$ cat config.mk
export PLATFORM = sky130hd
export DESIGN_NAME = acp_job_scheduler
export DESIGN_NICKNAME = d
export VERILOG_FILES = /design/src/rtl/acp_sched_pkg.sv /design/src/rtl/acp_job_scheduler_desc_fifo.sv /design/src/rtl/acp_job_scheduler.sv
export SDC_FILE = /design/constraint.sdc
export NUM_CORES = 1
export LEC_CHECK = 0
export CORE_MARGIN = 8
export CORE_UTILIZATION = 54
export DETAILED_ROUTE_END_ITERATION = 8
export HOLD_SLACK_MARGIN = 0.15
export MAX_ROUTING_LAYER = met4
export PLACE_DENSITY = 0.88
export SETUP_SLACK_MARGIN = 0.15
export SLEW_MARGIN = 20
export SYNTH_ARGS = -nofsm -noshare
export SYNTH_HDL_FRONTEND = slang
export SYNTH_SLANG_ARGS = --single-unit
$ cat constraint.sdc
create_clock -name clk -period 10.1 [get_ports clk]
set_input_delay 1.01 -clock clk [delete_from_list [all_inputs] [get_ports clk]]
set_output_delay 1.01 -clock clk [all_outputs]
set_load 0.02 [all_outputs]
$ cat src/rtl/acp_sched_pkg.sv
// Shared constants, FSM encoding and command formatting for the ACP job scheduler.
package acp_sched_pkg;

  localparam int REG_SRC    = 0;
  localparam int REG_DST    = 1;
  localparam int REG_LEN    = 2;
  localparam int REG_STATUS = 3;
  localparam int REG_CTRL   = 4;

  localparam int LEN_W  = 23;
  localparam int DESC_W = 32 + 32 + LEN_W;
  localparam int CMD_W  = 72;

  localparam int CMD_TYPE_BIT = 23;
  localparam int CMD_EOF_BIT  = 30;
  localparam int CMD_ADDR_LSB = 32;
  localparam int CMD_TAG_LSB  = 64;

  localparam int STS_INTERR = 4;
  localparam int STS_DECERR = 5;
  localparam int STS_SLVERR = 6;
  localparam int STS_OKAY   = 7;

  typedef enum logic [1:0] {
    ST_IDLE  = 2'd0,
    ST_ISSUE = 2'd1,
    ST_WAIT  = 2'd2,
    ST_DONE  = 2'd3
  } state_e;

  function automatic logic [CMD_W-1:0] fmt_cmd(input logic [31:0] addr,
                                              input logic [LEN_W-1:0] btt,
                                              input logic [3:0] tag);
    logic [CMD_W-1:0] c;
    c = '0;
    c[LEN_W-1:0]             = btt;
    c[CMD_TYPE_BIT]          = 1'b1;
    c[CMD_EOF_BIT]           = 1'b1;
    c[CMD_ADDR_LSB +: 32]    = addr;
    c[CMD_TAG_LSB +: 4]      = tag;
    return c;
  endfunction

  // A status beat is bad on missing OKAY, any error flag, or a stale tag.
  function automatic logic sts_bad(input logic [7:0] s, input logic [3:0] tag);
    return !s[STS_OKAY] || s[STS_INTERR] || s[STS_DECERR] || s[STS_SLVERR] || (s[3:0] != tag);
  endfunction

endpackage

$ cat src/rtl/acp_job_scheduler_desc_fifo.sv
// Synchronous descriptor FIFO; head entry stays put until the job that uses it is popped.
module desc_fifo #(
  parameter int W  = 87,
  parameter int AW = 2
) (
  input  logic          clk,
  input  logic          rst,
  input  logic          push,
  input  logic [W-1:0]  wdata,
  input  logic          pop,
  output logic [W-1:0]  rdata,
  output logic          full,
  output logic          empty,
  output logic [AW:0]   level
);
  localparam int DEPTH = 1 << AW;

  logic [W-1:0]  mem_q [DEPTH];
  logic [AW-1:0] wr_ptr_q, wr_ptr_d, rd_ptr_q, rd_ptr_d;
  logic [AW:0]   level_q, level_d;
  logic          do_push, do_pop;

  always_comb begin
    do_pop   = pop && !empty;
    do_push  = push && (!full || do_pop);
    wr_ptr_d = wr_ptr_q + AW'(do_push);
    rd_ptr_d = rd_ptr_q + AW'(do_pop);
    level_d  = level_q + (AW+1)'(do_push) - (AW+1)'(do_pop);
  end

  always_ff @(posedge clk) begin
    if (rst) begin
      wr_ptr_q <= '0;
      rd_ptr_q <= '0;
      level_q  <= '0;
    end else begin
      wr_ptr_q <= wr_ptr_d;
      rd_ptr_q <= rd_ptr_d;
      level_q  <= level_d;
    end
  end

  always_ff @(posedge clk) begin
    if (do_push) mem_q[wr_ptr_q] <= wdata;
  end

  assign rdata = mem_q[rd_ptr_q];
  assign full  = (level_q == (AW+1)'(DEPTH));
  assign empty = (level_q == '0);
  assign level = level_q;

endmodule

$ cat src/rtl/acp_job_scheduler.sv
// Queues SRC/DST/LEN descriptors and runs each as a paired mm2s/s2mm DataMover job.
module acp_job_scheduler
  import acp_sched_pkg::*;
#(
  parameter int C_S_AXI_ADDR_WIDTH = 32,
  parameter int C_S_AXI_DATA_WIDTH = 32,
  parameter int C_QDEPTH_LOG2      = 2
) (
  input  logic                          clk,
  input  logic                          rst,
  input  logic [C_S_AXI_ADDR_WIDTH-1:0] set_addr,
  input  logic [C_S_AXI_DATA_WIDTH-1:0] set_data,
  input  logic                          set_stb,
  input  logic [C_S_AXI_ADDR_WIDTH-1:0] get_addr,
  output logic [C_S_AXI_DATA_WIDTH-1:0] get_data,
  input  logic                          get_stb,
  output logic                          h2s_cmd_tvalid,
  input  logic                          h2s_cmd_tready,
  output logic [71:0]                   h2s_cmd_tdata,
  input  logic                          h2s_sts_tvalid,
  output logic                          h2s_sts_tready,
  input  logic [7:0]                    h2s_sts_tdata,
  output logic                          s2h_cmd_tvalid,
  input  logic                          s2h_cmd_tready,
  output logic [71:0]                   s2h_cmd_tdata,
  input  logic                          s2h_sts_tvalid,
  output logic                          s2h_sts_tready,
  input  logic [7:0]                    s2h_sts_tdata,
  output logic                          irq
);
  // Streams use AXI-Stream rules: a beat transfers on a cycle where tvalid & tready
  // are both high; a raised cmd tvalid holds with stable tdata until it transfers.

  localparam int LVL_W = C_QDEPTH_LOG2 + 1;

  state_e state_q, state_d;
  logic [31:0] src_q, src_d, dst_q, dst_d;
  logic        irq_en_q, irq_en_d, irq_pend_q, irq_pend_d;
  logic        err_cfg_q, err_cfg_d, err_xfer_q, err_xfer_d;
  logic [7:0]  done_cnt_q, done_cnt_d, bad_byte_q, bad_byte_d;
  logic [3:0]  tag_q, tag_d;
  logic [71:0] h_cmd_q, h_cmd_d, s_cmd_q, s_cmd_d;
  logic        h_vld_q, h_vld_d, s_vld_q, s_vld_d;
  logic        h_done_q, h_done_d, s_done_q, s_done_d;
  logic [7:0]  h_sts_q, h_sts_d, s_sts_q, s_sts_d;

  logic              fifo_push, fifo_pop, fifo_full, fifo_empty;
  logic [DESC_W-1:0] fifo_rdata;
  logic [LVL_W-1:0]  fifo_level;
  logic              busy, load, sts_rdy, issue_done;
  logic              wr_len, wr_ctrl, len_ok, h_bad, s_bad;
  logic [31:0]       status_w;
  logic              unused_bits;

  assign wr_len  = set_stb && (set_addr[4:2] == 3'(REG_LEN));
  assign wr_ctrl = set_stb && (set_addr[4:2] == 3'(REG_CTRL));
  assign len_ok  = (set_data != '0) && (set_data[C_S_AXI_DATA_WIDTH-1:LEN_W] == '0);
  assign fifo_push = wr_len && len_ok && (!fifo_full || fifo_pop);

  desc_fifo #(.W(DESC_W), .AW(C_QDEPTH_LOG2)) u_fifo (
    .clk   (clk),
    .rst   (rst),
    .push  (fifo_push),
    .wdata ({src_q, dst_q, set_data[LEN_W-1:0]}),
    .pop   (fifo_pop),
    .rdata (fifo_rdata),
    .full  (fifo_full),
    .empty (fifo_empty),
    .level (fifo_level)
  );

  always_ff @(posedge clk) begin
    if (rst) state_q <= ST_IDLE;
    else     state_q <= state_d;
  end

  assign issue_done = (!h_vld_q || h2s_cmd_tready) && (!s_vld_q || s2h_cmd_tready);

  always_comb begin
    state_d = state_q;
    case (state_q)
      ST_IDLE:  if (!fifo_empty) state_d = ST_ISSUE;
      ST_ISSUE: if (issue_done) state_d = ST_WAIT;
      ST_WAIT:  if (h_done_q && s_done_q) state_d = ST_DONE;
      default:  state_d = ST_IDLE;
    endcase
  end

  always_comb begin
    busy     = (state_q != ST_IDLE);
    load     = (state_q == ST_IDLE) && !fifo_empty;
    sts_rdy  = (state_q == ST_ISSUE) || (state_q == ST_WAIT);
    fifo_pop = (state_q == ST_DONE);
  end

  always_comb begin
    src_d      = src_q;
    dst_d      = dst_q;
    irq_en_d   = irq_en_q;
    irq_pend_d = irq_pend_q;
    err_cfg_d  = err_cfg_q;
    err_xfer_d = err_xfer_q;
    done_cnt_d = done_cnt_q;
    bad_byte_d = bad_byte_q;
    tag_d      = tag_q;
    h_cmd_d    = h_cmd_q;
    s_cmd_d    = s_cmd_q;
    h_vld_d    = h_vld_q;
    s_vld_d    = s_vld_q;
    h_done_d   = h_done_q;
    s_done_d   = s_done_q;
    h_sts_d    = h_sts_q;
    s_sts_d    = s_sts_q;
    h_bad      = sts_bad(h_sts_q, tag_q);
    s_bad      = sts_bad(s_sts_q, tag_q);

    if (set_stb && set_addr[4:2] == 3'(REG_SRC)) src_d = set_data[31:0];
    if (set_stb && set_addr[4:2] == 3'(REG_DST)) dst_d = set_data[31:0];
    if (wr_ctrl) begin
      irq_en_d = set_data[2];
      if (set_data[0]) irq_pend_d = 1'b0;
      if (set_data[1]) begin
        err_cfg_d  = 1'b0;
        err_xfer_d = 1'b0;
      end
    end
    if (wr_len && !fifo_push) err_cfg_d = 1'b1;

    if (load) begin
      h_cmd_d  = fmt_cmd(fifo_rdata[DESC_W-1 -: 32], fifo_rdata[LEN_W-1:0], tag_q);
      s_cmd_d  = fmt_cmd(fifo_rdata[LEN_W +: 32], fifo_rdata[LEN_W-1:0], tag_q);
      h_vld_d  = 1'b1;
      s_vld_d  = 1'b1;
      h_done_d = 1'b0;
      s_done_d = 1'b0;
    end
    if (h_vld_q && h2s_cmd_tready) h_vld_d = 1'b0;
    if (s_vld_q && s2h_cmd_tready) s_vld_d = 1'b0;

    // Only the first beat per channel is captured; later beats are drained.
    if (sts_rdy && h2s_sts_tvalid && !h_done_q) begin
      h_done_d = 1'b1;
      h_sts_d  = h2s_sts_tdata;
    end
    if (sts_rdy && s2h_sts_tvalid && !s_done_q) begin
      s_done_d = 1'b1;
      s_sts_d  = s2h_sts_tdata;
    end

    if (fifo_pop) begin
      done_cnt_d = done_cnt_q + 8'd1;
      tag_d      = tag_q + 4'd1;
      irq_pend_d = 1'b1;
      if (h_bad || s_bad) err_xfer_d = 1'b1;
      if (h_bad)      bad_byte_d = h_sts_q;
      else if (s_bad) bad_byte_d = s_sts_q;
    end
  end

  always_ff @(posedge clk) begin
    if (rst) begin
      src_q <= '0; dst_q <= '0;
      irq_en_q <= 1'b0; irq_pend_q <= 1'b0;
      err_cfg_q <= 1'b0; err_xfer_q <= 1'b0;
      done_cnt_q <= '0; bad_byte_q <= '0; tag_q <= '0;
      h_cmd_q <= '0; s_cmd_q <= '0;
      h_vld_q <= 1'b0; s_vld_q <= 1'b0;
      h_done_q <= 1'b0; s_done_q <= 1'b0;
      h_sts_q <= '0; s_sts_q <= '0;
    end else begin
      src_q <= src_d; dst_q <= dst_d;
      irq_en_q <= irq_en_d; irq_pend_q <= irq_pend_d;
      err_cfg_q <= err_cfg_d; err_xfer_q <= err_xfer_d;
      done_cnt_q <= done_cnt_d; bad_byte_q <= bad_byte_d; tag_q <= tag_d;
      h_cmd_q <= h_cmd_d; s_cmd_q <= s_cmd_d;
      h_vld_q <= h_vld_d; s_vld_q <= s_vld_d;
      h_done_q <= h_done_d; s_done_q <= s_done_d;
      h_sts_q <= h_sts_d; s_sts_q <= s_sts_d;
    end
  end

  assign status_w = {done_cnt_q, bad_byte_q, tag_q, 4'(fifo_level), 5'b0,
                     err_cfg_q, err_xfer_q, busy};

  always_comb begin
    get_data = '0;
    if (get_addr[4:2] == 3'(REG_STATUS)) get_data = C_S_AXI_DATA_WIDTH'(status_w);
  end

  assign h2s_cmd_tvalid = h_vld_q;
  assign h2s_cmd_tdata  = h_cmd_q;
  assign s2h_cmd_tvalid = s_vld_q;
  assign s2h_cmd_tdata  = s_cmd_q;
  assign h2s_sts_tready = sts_rdy;
  assign s2h_sts_tready = sts_rdy;
  assign irq = irq_en_q && (irq_pend_q || err_xfer_q || err_cfg_q);

  assign unused_bits = ^{set_addr[C_S_AXI_ADDR_WIDTH-1:5], set_addr[1:0],
                         get_addr[C_S_AXI_ADDR_WIDTH-1:5], get_addr[1:0], get_stb};

endmodule
; ---- Yosys cells after proc, flatten, opt, wreduce, memory -nomap -nowiden
; Memories as Yosys holds them, arrays and structs flattened. A register that Yosys moved wholly into a read port is not among the register bits.
; Cells that the tools add are included.
[totals]
register_bits = 239
ramBits = 348
input_bits = 120
output_inout_bits = 181
elab_cells = 128
mem_count = 1
[memory_table]
columns = name, depth, word_bits, rd, rd_ports_with_merged_regs, write_ports, line_no
row1 = u_fifo.mem_q, 4, 87, 1, 1, 1, acp_job_scheduler_desc_fifo.sv:18  ; logic [W-1:0] mem_q [DEPTH];
[op_classes]
addsub = 6
eq_ne = 13
mux = 23
reduce_logical = 64
[op_table]
columns = op, n
row1 = $mux 32, 1
row2 = $reduce_bool 32->1, 1
row3 = $logic_and 1x1->1, 20
row4 = $logic_or 1x1->1, 16
row5 = $mux 8, 2
row6 = $reduce_bool 2->1, 8
row7 = $mux 1, 15
row8 = $logic_not 1->1, 9
row9 = $logic_not 9->1, 1
row10 = $add 8x1->8 const B, 1
row11 = $mux 2, 4
row12 = $ne 4x4->1, 2
row13 = $eq 3x2->1 const B, 2
row14 = $eq 3x3->1 const B, 2
row15 = $logic_not 3->1, 2
row16 = $ne 2x2->1 const B, 3
row17 = $pmux 2 s3, 1
row18 = $reduce_and 2->1, 3
row19 = $add 2x1->2, 2
row20 = $add 4x1->4 const B, 1
row21 = $eq 2x2->1 const B, 2
row22 = $reduce_or 2->1, 2
row23 = $add 3x1->3, 1
row24 = $eq 3x1->1 const B, 1
row25 = other kinds (4), 4

; ---- Logic depth before layout (Yosys ltp)
[logic_depth]
depth_word = 8
depth_mapped = 11
mapped_depth_nobuf = 11

; ---- Cells and area by module
; Synthesis repeated with hierarchy kept, for this count alone.
[hier_totals]
cells_unflattened = 1491
hier_area_um2 = 21002.6
[by_module_without_submodules]
columns = mod, instances, cells_each, area_per_inst_um2, seq_area_each_um2
row1 = desc_fifo, 1, 493, 12939.9, 10590.2
row2 = acp_job_scheduler, 1, 998, 8062.7, 4043.9

; ---- Worst setup path before layout
; No wires, ideal clock.
[synth_timing]
path_type = input port to flip-flop
from = in set_data[26]
to = mem u_fifo.mem_q[1][0] (enable)
setup_ns = 0.657
t_arrival_ns = 8.267
t_required_ns = 9.443
slack_ns = 1.176
cell_stages = 4
n_path_buf = 0
cell_sequence = or4_1 -> nor3_1 -> o2111ai_1 -> nor3b_1
[synth_via]
elab_chain_len = 7
elab_cells_between_ends = 8
cone_classes = mux (2) / reduce/logical (6)
[synth_lines]
columns = element, line_no
row1 = "start, declared", acp_job_scheduler.sv:12  ; input logic [C_S_AXI_DATA_WIDTH-1:0] set_data,
row2 = $reduce_bool 32->1 or $logic_not 9->1 (tied branches), acp_job_scheduler.sv:57  ; assign len_ok = (set_data != '0) && (set_data[C_S_AXI_DATA_WIDTH-1:LEN_W] == '0);
row3 = $logic_and 1x1->1 (*), acp_job_scheduler.sv:57
row4 = $logic_and 1x1->1 (*) (2 in a row), acp_job_scheduler.sv:58  ; assign fifo_push = wr_len && len_ok && (!fifo_full || fifo_pop);
row5 = $logic_and 1x1->1 (*), acp_job_scheduler_desc_fifo.sv:25  ; do_push = push && (!full || do_pop);
row6 = $mux 1 (*), acp_job_scheduler_desc_fifo.sv:44  ; if (do_push) mem_q[wr_ptr_q] <= wdata;
row7 = $mux 1 (not written as such) (*), acp_job_scheduler_desc_fifo.sv:44
row8 = "end, declared", acp_job_scheduler_desc_fifo.sv:18
; Mark *: on every way between the ends. The rest lies on a longest branch, timed or not.

; ---- Final worst setup path
[layout_timing]
from = in set_data[27]
to = mem u_fifo.mem_q[3][28] (enable)
; The elaborated chain is that of the path after synthesis.

==> key figures <==
Timing
  – Crit path time final: 4.075 ns
  – Clk_skew: 0.01792 ns
  – Slew Viols, Final: 0
  – Period utilisation layout: 0.4034
  – Least-Margin Pin Slew: 1.071 ns
  – Unrepaired setup endpoints after global routing: no
  – Max transition margin: 0.2858
  – Setup TNS: 0 ns
  – Max Clk Rate: 0.2454 GHz
  – Final Hold Viols: 0
  – Setup violations, final: 0
  – WHS: 0.4536 ns

Setup path
  – Critical path required time: 10.29 ns
  – R2R setup slack: roughly 6.4 ns
  – FF-to-FF path depth: 7
  – Worst setup EP type: flop
  – Crit path largest cell delay: 0.78 ns
  – CP max stage cell: buf_4
  – R2R Path End: u_fifo.mem_q[3][28]$_DFFE_PP_
  – Crit-path max FO: 51
  – CP startpoint kind: primary input
  – Worst r2r src: state_q[1]$_SDFFE_PP0P_
  – Worst setup path category: in2reg
  – Data arrival, critical path: 4.27 ns
  – CP Cell Sequence: clkdlybuf4s50_1 -> or4_1 -> nor3_1 -> o2111ai_1 -> inv_1 -> and3_4 -> buf_4

GRT
  – Met1 usage: 0.2525
  – GR peak layer: met2
  – Vias in the first global route: 12939
  – Initial antenna violation count: 1
  – Pin count of the biggest net entering global routing: 141
  – First-pass GRT wire length: approximately 73 mm
  – Grt total ovfl: 0
  – GRT Util Overall: 0.2166
  – Met2 Track Usage GR: 0.3729
  – Met3 Usage GRT: 0.04726

Final layout
  – Net count, final: 1786
  – Post-route non-filler standard cell count: approximately 2200
  – Util after Layout: 0.6460
  – Area Growth Syn to Fin: 18.74%
  – Fin area: 0.02485 mm²
  – Share of post-route cells with drive strength above 1: 0.1190

Outcome
  – Status: finished, final reports clean

Logic synthesis
  – Synthesized area: 0.02093 mm²
  – Largest family of logic cells by synthesized area: multiplexers
  – Seq/Total Area, Yosys: 0.6992
  – Top_reg_cell synth: edfxtp_1
  – Post-synthesis simple-gate area fraction: 0.09117
  – EDFF count, synth: 348
  – Xor/xnor share of the synthesized area: 0.008370
  – Post-Synthesis Cells: 1490
  – Synthesized area per cell: 14.05 µm²
  – Adder-Cell Fraction of Synth Area: 0.006935
  – Warnings from Yosys: 0
  – Synth Area in Compound Gates: 0.04896
  – Multiplexer share of the synthesized area: 0.1047
  – Post-synthesis async set-or-reset flop share: 0
  – Yosys reg bits: about 560
  – Distinct cells, synth: between 40 and 50

Clock network
  – CTS Root Cell: clkbuf_16
  – CTS resizes: 0
  – CTS H-tree lvls: 2
  – CTS sink cnt: 557
  – Hold-fix buffers at CTS: 0
  – TritonCTS Buffers: 52
  – Worst-skew pair later-pin latency: about 0.58 ns
  – CTS tree: done
  – Post-CTS Setup Bufs: 0
  – Clock Tree Buf Depth: 3
  – Clock transition at the registers of the reported paths: 0.06 ns

Detailed routing
  – Vias after detailed routing: 12483
  – 1st-pass router iterations: 5
  – Remaining DRCs: 0
  – Remaining antenna violation count after routing: 0
  – Iter 0 DRT Violations: around 850
  – Detailed-route vias per instance: around 5.6
  – Final wirelength: 48.67 mm
  – Per-cell routed wire length: between 20 and 25 µm

Placed design
  – RePlAce Congestion: 0.8140
  – Placed cell count: around 2100
  – DP Wirelength: 28.78 mm
  – Dpl cell area: 0.02317 mm²
  – Number of I/O port buffers: 213

Hold path
  – Hold path cells: 2
  – Worst hold start: s2h_cmd_tdata[54]$_SDFFE_PP0P_
  – Hold Path End: s2h_cmd_tdata[54]$_SDFFE_PP0P_
  – Hold Crit Class: reg2reg

Power and ir drop
  – Power density cells: between 150 and 200 mW/mm²
  – Leakage: 8.000 nW
  – Maximum VDD drop: ~0.00015 V

Floorplanning
  – Die ar.: 0.04531 mm²
  – Io pins: 301
  – Die Wd: 212.9 µm
  – Starting density of the core: 0.5441
  – Chip height: between 200 and 250 µm
  – Core Area: 0.03847 mm²
  – Row cnt: 72

Job
  – Max Cap Viol: 0
layout by cell type (no fill, tap or decap), drive strengths merged, types with 2 or more instances in the layout:
| cell | count |
|---|---|
| mux2 | 2 |
| nor3 | 10 |
| xor2 | 15 |
| nand3b | 2 |
| dfxtp | 209 |
| clkinv | 16 |
| nand3 | 4 |
| and2 | 25 |
| a41oi | 2 |
| nor3b | 4 |
| buf | 16 |
| xnor2 | 5 |
| mux2i | 21 |
| a21oi | 161 |
| nand4 | 5 |
| nor2 | 52 |
| ha | 10 |
| inv | 15 |
| a311oi | 4 |
| clkdlybuf4s50 | 212 |
| a211oi | 4 |
| edfxtp | 348 |
| mux4 | 87 |
| conb | 28 |
| and3 | 2 |
| bufinv | 2 |
| nor2b | 4 |
| a31oi | 3 |
| nor4 | 9 |
| o21ai | 2 |
| or3 | 3 |
| nand2 | 327 |
| nand2b | 3 |
| clkbuf | 76 |
stage by stage:
step / power (mW) / worst slack, ns
finish: 4.385 / 6.025
global route: 4.504 / 5.858
CTS: 4.413 / 5.826
detailed placement: 2.544 / 5.417
global placement: 2.541 / 5.475
floorplan: 2.504 / 1.176
registers in the layout, summed over array words and instances, names as in the netlist, 3 cells and up:
| signal | flops |
|---|---|
| u_fifo.mem_q | 348 |
| s2h_cmd_tdata | 60 |
| dst_q | 32 |
| h2s_cmd_tdata | 32 |
| src_q | 32 |
| bad_byte_q | 8 |
| done_cnt_q | 8 |
| h_sts_q | 8 |
| s_sts_q | 8 |
| tag_q | 4 |
| u_fifo.level | 3 |
metal layers:
layer  up-vias  wire length (µm)
li1       5603                 -
met1      6256             18350
met2       527             25130
met3        97              3942
met4         0              1243
met5         -                 0
worst max-delay path by stage:
| stage | from | end | slack, ns | depth (start not counted) |
|---|---|---|---|---|
| 3_5_place_dp | set_data[27] | u_fifo.mem_q[3][28]$_DFFE_PP_ | 5.42 | 7 |
| 5_1_grt | set_data[11] | u_fifo.mem_q[3][28]$_DFFE_PP_ | 5.86 | 7 |
| 6_report | set_data[27] | u_fifo.mem_q[3][28]$_DFFE_PP_ | 6.03 | 7 |
| 2_1_floorplan | set_data[26] | u_fifo.mem_q[1][0]$_DFFE_PP_ | 1.18 | 4 |
| 4_1_cts | get_addr[2] | get_data[25] | 5.83 | 5 |
| 3_3_place_gp | set_data[27] | u_fifo.mem_q[3][43]$_DFFE_PP_ | 5.47 | 7 |
report_power, final:
group          total, mW  switching [mW]  internal [mW]  leakage [nW]
sequential          2.41         0.00698           2.41          4.84
combinational     0.0831          0.0554         0.0277          2.34
clock               1.89           0.823           1.07         0.813
synth_stat cells (10+ instances only):
cell type | count | area (µm²)
mux2i_1 | 21 | 210.2
ha_1 | 10 | 125.1
dfxtp_1 | 209 | 4184
nor3_1 | 10 | 50.05
clkbuf_1 | 61 | 229.0
and2_1 | 25 | 156.4
edfxtp_1 | 348 | 10450
nand2_1 | 327 | 1227
a21oi_1 | 161 | 805.8
mux4_2 | 87 | 1959
nor2_1 | 52 | 195.2
buf_2 | 16 | 80.08
buf_4 | 59 | 442.9
xor2_1 | 15 | 131.4
inv_1 | 12 | 45.04
critical path: cells and delay by family:
kind,cells,cell delay [ns]
buffers and inverters,3,1.54
AO/OA/AOI/OAI,1,0.34
AND/OR/NAND/NOR,3,1.33
cell type report:
type                    instances  area (µm²)
diodes                          1       2.502
clock buffers                  75        1469
clock inverters                21       171.4
fillers                      2656       13620
inverters                      12       45.04
multi-input cells             803        5593
flip-flops and latches        557       14640
well taps                     518       648.1
repair buffers                229        2280
cell families after synthesis:
logic type | after synthesis
DFF | 557
adders and majority gates | 11
buffers and inverters | 157
muxes | 110
AOI/OAI and AO/OA | 182
xor gates and xnor gates | 20
other | 1
and+or+nand+nor | 452
(Power assumes the default switching activity.)
